`src/rtl/fetch_unit_if.sv`:
```
// Instruction-memory port of the LC-3b fetch unit.
// The fetch unit is the master; the instruction memory is the slave.
interface fetch_unit_if;
  logic        read;
  logic [15:0] address;
  logic [15:0] rdata;
  logic        resp;

  modport master (output read, output address, input rdata, input resp);
  modport slave  (input read, input address, output rdata, output resp);
endinterface

```
`src/rtl/fetch_unit.sv`:
```
// Instruction-fetch initiator for the pipelined LC-3b datapath.
// Optional macro FETCH_PREFETCH_EN adds a second hold entry that is filled by prefetching during a stall.
module fetch_unit #(
  parameter logic [15:0] RESET_PC = 16'h0000
) (
  input  logic               clk,
  input  logic               reset_n,
  input  logic               stall,
  input  logic               redirect,
  input  logic [15:0]        redirect_pc,
  fetch_unit_if.master       imem,
  output logic               ir_load,
  output logic               ir_resp,
  output logic               ir_flush,
  output logic [15:0]        ir_in,
  output logic [15:0]        ir_pc
);

  typedef enum logic [1:0] {START, FETCH, DISCARD, HOLD} state_t;

  state_t      state;
  logic [15:0] pc;
  logic [15:0] addr_reg;
  logic [15:0] hold_data;
  logic [15:0] hold_pc;
  logic [15:0] target;
  logic [15:0] pc_inc;
  logic        hold_read;
  logic        deliver_fetch;
  logic        deliver_hold;

  assign target = redirect_pc & 16'hFFFE;
  assign pc_inc = pc + 16'd2;

`ifdef FETCH_PREFETCH_EN
  logic [15:0] pf_data;
  logic [15:0] pf_pc;
  logic        pf_valid;
  logic        pend;
  logic        hold_resp;

  // Keep reading while the spare entry is empty; finish any read already on the bus.
  assign hold_read = !pf_valid && (stall || pend);
  assign hold_resp = (state == HOLD) && hold_read && imem.resp;
`else
  assign hold_read = 1'b0;
`endif

  assign imem.read    = (state == FETCH) || (state == DISCARD) ||
                        ((state == HOLD) && hold_read);
  assign imem.address = addr_reg;

  assign deliver_fetch = (state == FETCH) && imem.resp && !redirect && !stall;
  assign deliver_hold  = (state == HOLD) && !redirect && !stall;

  assign ir_load  = deliver_fetch || deliver_hold;
  assign ir_in    = (state == HOLD) ? hold_data : imem.rdata;
  assign ir_resp  = stall && reset_n;
  assign ir_flush = redirect && reset_n;

  always_ff @(posedge clk or negedge reset_n) begin
    if (!reset_n) begin
      state     <= START;
      pc        <= RESET_PC;
      addr_reg  <= RESET_PC;
      ir_pc     <= 16'h0000;
      hold_data <= 16'h0000;
      hold_pc   <= 16'h0000;
`ifdef FETCH_PREFETCH_EN
      pf_data   <= 16'h0000;
      pf_pc     <= 16'h0000;
      pf_valid  <= 1'b0;
      pend      <= 1'b0;
`endif
    end else begin
      if (ir_load)
        ir_pc <= (state == HOLD) ? hold_pc : addr_reg;

      case (state)
        START: begin
          state <= FETCH;
          if (redirect) begin
            pc       <= target;
            addr_reg <= target;
          end
        end

        FETCH: begin
          if (redirect) begin
            pc <= target;
            // A read with no response yet must run to completion at its old address.
            if (imem.resp)
              addr_reg <= target;
            else
              state <= DISCARD;
          end else if (imem.resp) begin
            pc       <= pc_inc;
            addr_reg <= pc_inc;
            if (stall) begin
              hold_data <= imem.rdata;
              hold_pc   <= addr_reg;
              state     <= HOLD;
`ifdef FETCH_PREFETCH_EN
              pf_valid  <= 1'b0;
              pend      <= 1'b0;
`endif
            end
          end
        end

        DISCARD: begin
          if (imem.resp) begin
            state <= FETCH;
            if (redirect) begin
              pc       <= target;
              addr_reg <= target;
            end else begin
              addr_reg <= pc;
            end
          end else if (redirect) begin
            pc <= target;
          end
        end

        HOLD: begin
`ifdef FETCH_PREFETCH_EN
          if (redirect) begin
            pc       <= target;
            pf_valid <= 1'b0;
            pend     <= 1'b0;
            if (hold_read && !imem.resp) begin
              state <= DISCARD;
            end else begin
              addr_reg <= target;
              state    <= FETCH;
            end
          end else begin
            pend <= hold_read && !imem.resp;
            if (hold_resp) begin
              pc       <= pc_inc;
              addr_reg <= pc_inc;
            end
            if (!stall) begin
              if (pf_valid) begin
                hold_data <= pf_data;
                hold_pc   <= pf_pc;
                pf_valid  <= 1'b0;
              end else if (hold_resp) begin
                hold_data <= imem.rdata;
                hold_pc   <= addr_reg;
              end else begin
                // An outstanding read simply continues in FETCH at the same address.
                state <= FETCH;
                pend  <= 1'b0;
              end
            end else if (hold_resp) begin
              pf_data  <= imem.rdata;
              pf_pc    <= addr_reg;
              pf_valid <= 1'b1;
            end
          end
`else
          if (redirect) begin
            pc       <= target;
            addr_reg <= target;
            state    <= FETCH;
          end else if (!stall) begin
            state <= FETCH;
          end
`endif
        end

        default: state <= START;
      endcase
    end
  end

endmodule

```
`src/flat_wrapper.sv`:
```
// flat-port wrapper written by rule: the top's interface ports become plain ports
module fetch_unit_flat 
#(
  parameter logic [15:0] RESET_PC = 16'h0000
)
  (clk, reset_n, stall, redirect, redirect_pc, ir_load, ir_resp, ir_flush, ir_in, ir_pc, imem_read, imem_address, imem_rdata, imem_resp);
  fetch_unit_if imem_i ();
  input  logic clk;
  input  logic reset_n;
  input  logic stall;
  input  logic redirect;
  input  logic [15:0] redirect_pc;
  output logic ir_load;
  output logic ir_resp;
  output logic ir_flush;
  output logic [15:0] ir_in;
  output logic [15:0] ir_pc;
  output wire logic [$bits(imem_i.read)-1:0] imem_read;
  output wire logic [$bits(imem_i.address)-1:0] imem_address;
  input wire logic [$bits(imem_i.rdata)-1:0] imem_rdata;
  input wire logic [$bits(imem_i.resp)-1:0] imem_resp;
  assign imem_read = imem_i.read;
  assign imem_address = imem_i.address;
  assign imem_i.rdata = imem_rdata;
  assign imem_i.resp = imem_resp;
  fetch_unit #(.RESET_PC(RESET_PC)) u_core (.clk(clk), .reset_n(reset_n), .stall(stall), .redirect(redirect), .redirect_pc(redirect_pc), .imem(imem_i), .ir_load(ir_load), .ir_resp(ir_resp), .ir_flush(ir_flush), .ir_in(ir_in), .ir_pc(ir_pc));
endmodule
```
`config.mk`:
```
export PLATFORM = sky130hd
export DESIGN_NAME = fetch_unit_flat
export DESIGN_NICKNAME = d
export VERILOG_FILES = /design/src/rtl/fetch_unit_if.sv /design/src/rtl/fetch_unit.sv /design/src/flat_wrapper.sv
export SDC_FILE = /design/constraint.sdc
export NUM_CORES = 1
export LEC_CHECK = 0
export ABC_AREA = 1
export CAP_MARGIN = 10
export CORE_MARGIN = 2
export CORE_UTILIZATION = 35
export DETAILED_ROUTE_END_ITERATION = 16
export PLACE_DENSITY_LB_ADDON = 0.25
export SETUP_SLACK_MARGIN = 0.5
export SYNTH_ARGS = -nofsm -noshare
export SYNTH_HDL_FRONTEND = slang
export SYNTH_SLANG_ARGS = --single-unit
export TNS_END_PERCENT = 1
```
`constraint.sdc`:
```
create_clock -name clk -period 3 [get_ports clk]
set_input_delay 0.6 -clock clk [delete_from_list [all_inputs] [get_ports clk]]
set_output_delay 0.6 -clock clk [all_outputs]
set_load 0.05 [all_outputs]
```
==> out/results.tsv <==
metric	value	unit
worst r2r path cells	10	
chip width	118	um
CP required	2.40	ns
CTS Buf Count	9	
IO Port Bufs	87	
Clock Pin Slew Worst Setup and Hold Paths	0.06	ns
CTS tree	yes	
Clock Sinks	82	
Worst R2R End	u_core.imem.address[11]	
Overflow after GRT	0	
Setup CP Type	input pin to primary output	
dpl ws	0.330	ns
Post-CTS Hold Fix Bufs	0	
setup_tns	0	ns
clk_skew	0.00493	ns
Total Die Area	0.0140	mm2
Max transition margin	43.1	%
GRT Overall Usage	17.6	%
leading area contributor after synthesis	dfrtp_1	
number of max-cap violations	0	
power per cell area	1190	mW/mm2
fmax	0.403	GHz
top-area cell type share of the netlist area	44.8	%
unrepaired setup endpoints after global routing	true	
hold slack	0.127	ns
DRC viols	0	
Reg-to-Reg Start	u_core.state[1]	
gpl congestion	0.915	
Tcrit/Tclk final	82.8	%
post-synthesis cell count	623	
most used cell, CP	inv_2	
register area share after synthesis	44.8	%
detailed placement HPWL	8520	um
Syn-to-layout area delta	28.7	%
Syn Nets	664	
syn avg cell area	7.35	um2
Setup Viol. Count Final	0	
CP max stage cell	clkdlybuf4s50_1	
layout cell share with drive strength beyond 1	11.1	%
Slew Viols, Final	0	
Synth cell types	34	
critical path's largest stage delay	0.54	ns
worst path cell trace	clkdlybuf4s50_1 -> nand2_2 -> inv_2 -> o21ai_4 -> inv_2 -> buf_12	
Finished Core Util	46.3	%
Peak VDD IR	0.000400	V
synthesized area	0.00458	mm2
Worst Setup End Kind	primary output	
Core Rows	41	
Max FO, Critical Path	8	
Warnings, synthesis	0	
fin worst setup slack	0.517	ns
Hold WC Path Type	input pin to asynchronous set/reset pin	
Routed WL per cell	13.9	um
num ports	89	
min Tclk post-route	2.48	ns
nets	746	
actual slew at the worst max-slew pin	0.853	ns
# diodes	0	
H-tree depth	3	
clk_lat worst skew	0.34	ns
root buffer cell	clkbuf_16	
antenna violations before repair	0	
vias	4285	
final wirelength	12200	um
first-pass iteration count of the detailed router	6	
status	finished clean	
vias per cell	4.86	
dominant cells by area after synthesis	dfrtp_1 (45%), nand2_1 (17%), o21ai_0 (9.3%)	
crit start category	input pin	
largest net degree at the start of global routing	67	
CP arrival	1.88	ns
die height	118	um
Leak Pwr	0.00283	uW
first-pass GRT wire length	20000	um
reg2reg setup slack	1.04	ns
vias in the first global route	3998	
Yosys reg bits	82	
effective utilization at floorplan	36.0	%
DRT iter0 DRCs	368	
final hold violation count	0	
DRT antenna net count	0	
core region area	0.0127	mm2
CTS Buffer Depth	2	
## where the power goes
part | switching [uW] | internal [uW]
registers | 407 | 1630
clock network | 458 | 732
logic | 2580 | 1220
total | 3450 | 3580
## worst max-delay path, delay by kind of cell
| family | cells | cell delay, ns |
|---|---|---|
| buf+inv | 4 | 0.85 |
| simple gates | 1 | 0.16 |
| compound gates | 1 | 0.26 |
## layout by cell type, fill, tap and decap left out, types with 2 or more instances in the layout
| cell type | instances |
|---|---|
| o21bai_1 | 3 |
| clkdlybuf4s50_1 | 66 |
| o21ai_0 | 85 |
| nor2_4 | 2 |
| inv_4 | 2 |
| a31oi_1 | 2 |
| a21oi_1 | 34 |
| nand4_1 | 4 |
| dfrtp_1 | 82 |
| nand2_2 | 5 |
| nand2_1 | 205 |
| buf_4 | 32 |
| nand3_1 | 31 |
| a22oi_1 | 6 |
| o21ai_4 | 2 |
| buf_12 | 3 |
| nor2_1 | 43 |
| nor2_2 | 2 |
| bufinv_16 | 2 |
| inv_2 | 5 |
| ha_1 | 2 |
| inv_1 | 60 |
| clkbuf_16 | 9 |
| a22oi_2 | 2 |
| o21ai_1 | 3 |
## cell families (layout without fill, tap and decap cells)
logic type | after synthesis | in the layout | share of synthesized area, %
AO/OA/AOI/OAI | 141 | 141 | 17.3
XOR/XNOR | 1 | 1 | 0.191
adder cells (fa/ha/maj) | 4 | 4 | 1.09
buffers and inverters | 99 | 186 | 10.1
flip-flops | 82 | 82 | 44.8
AND/OR/NAND/NOR | 296 | 296 | 26.5
## cell usage after synthesis, drive strengths merged
cell,n
nand2,210
o21ai,91
dfrtp,82
inv,67
nor2,47
a21oi,34
nand3,32
buf,23
a22oi,8
clkbuf,8
ha,4
nand4,4
a31oi,3
o21bai,3
clkinv,1
nor3,1
nor4,1
o2111ai,1
o211ai,1
or2,1
xor2,1
## state kept, by name, summed over array words and instances, names as in the netlist
register             flops
u_core.state             2
u_core.imem.address     16
u_core.hold_data        16
u_core.pc               16
u_core.ir_pc            16
u_core.hold_pc          16
## metrics by stage
step / std cells / power (uW) / cell area, um2
finish: 882 / 7030 / 5890
global route: 882 / 7520 / 5890
CTS: 879 / 7030 / 5860
detailed placement: 863 / 5830 / 5540
global placement: 863 / 5760 / 5540
floorplan: 623 / 4720 / 4580
## how the worst max path moves through the flow
stage                    start         to
6_report             imem_resp    ir_load
5_1_grt              imem_resp    ir_load
4_1_cts        u_core.state[0]    ir_load
3_5_place_dp         imem_resp    ir_load
3_3_place_gp         imem_resp    ir_load
2_1_floorplan  u_core.state[0]  ir_in[11]
## timing repair
item,4_1_cts,5_1_grt
gates resized for setup,1,5
pin swaps,0,1
endpoints found under the setup margin,18,18
buffers inserted,0,3
## cell type report
type                       instances  area, um2
tap                              172        215
timing repair buffer             102        966
clock inverter                     6       90.1
clock buffer                      10        229
fill                            1288       6830
sequential                        82       2050
inverter                          68        260
multi-input combinational        442       2080
## layer usage
layer | routed length, um | GRT usage, % | vias up
met4 | 117 | 6.92 | 0
met3 | 811 | 3.14 | 9
li1 | - | - | 2165
met1 | 5640 | 24.0 | 1965
met5 | 0 | 0 | -
met2 | 5660 | 28.0 | 146
(Power assumes the default switching activity.)
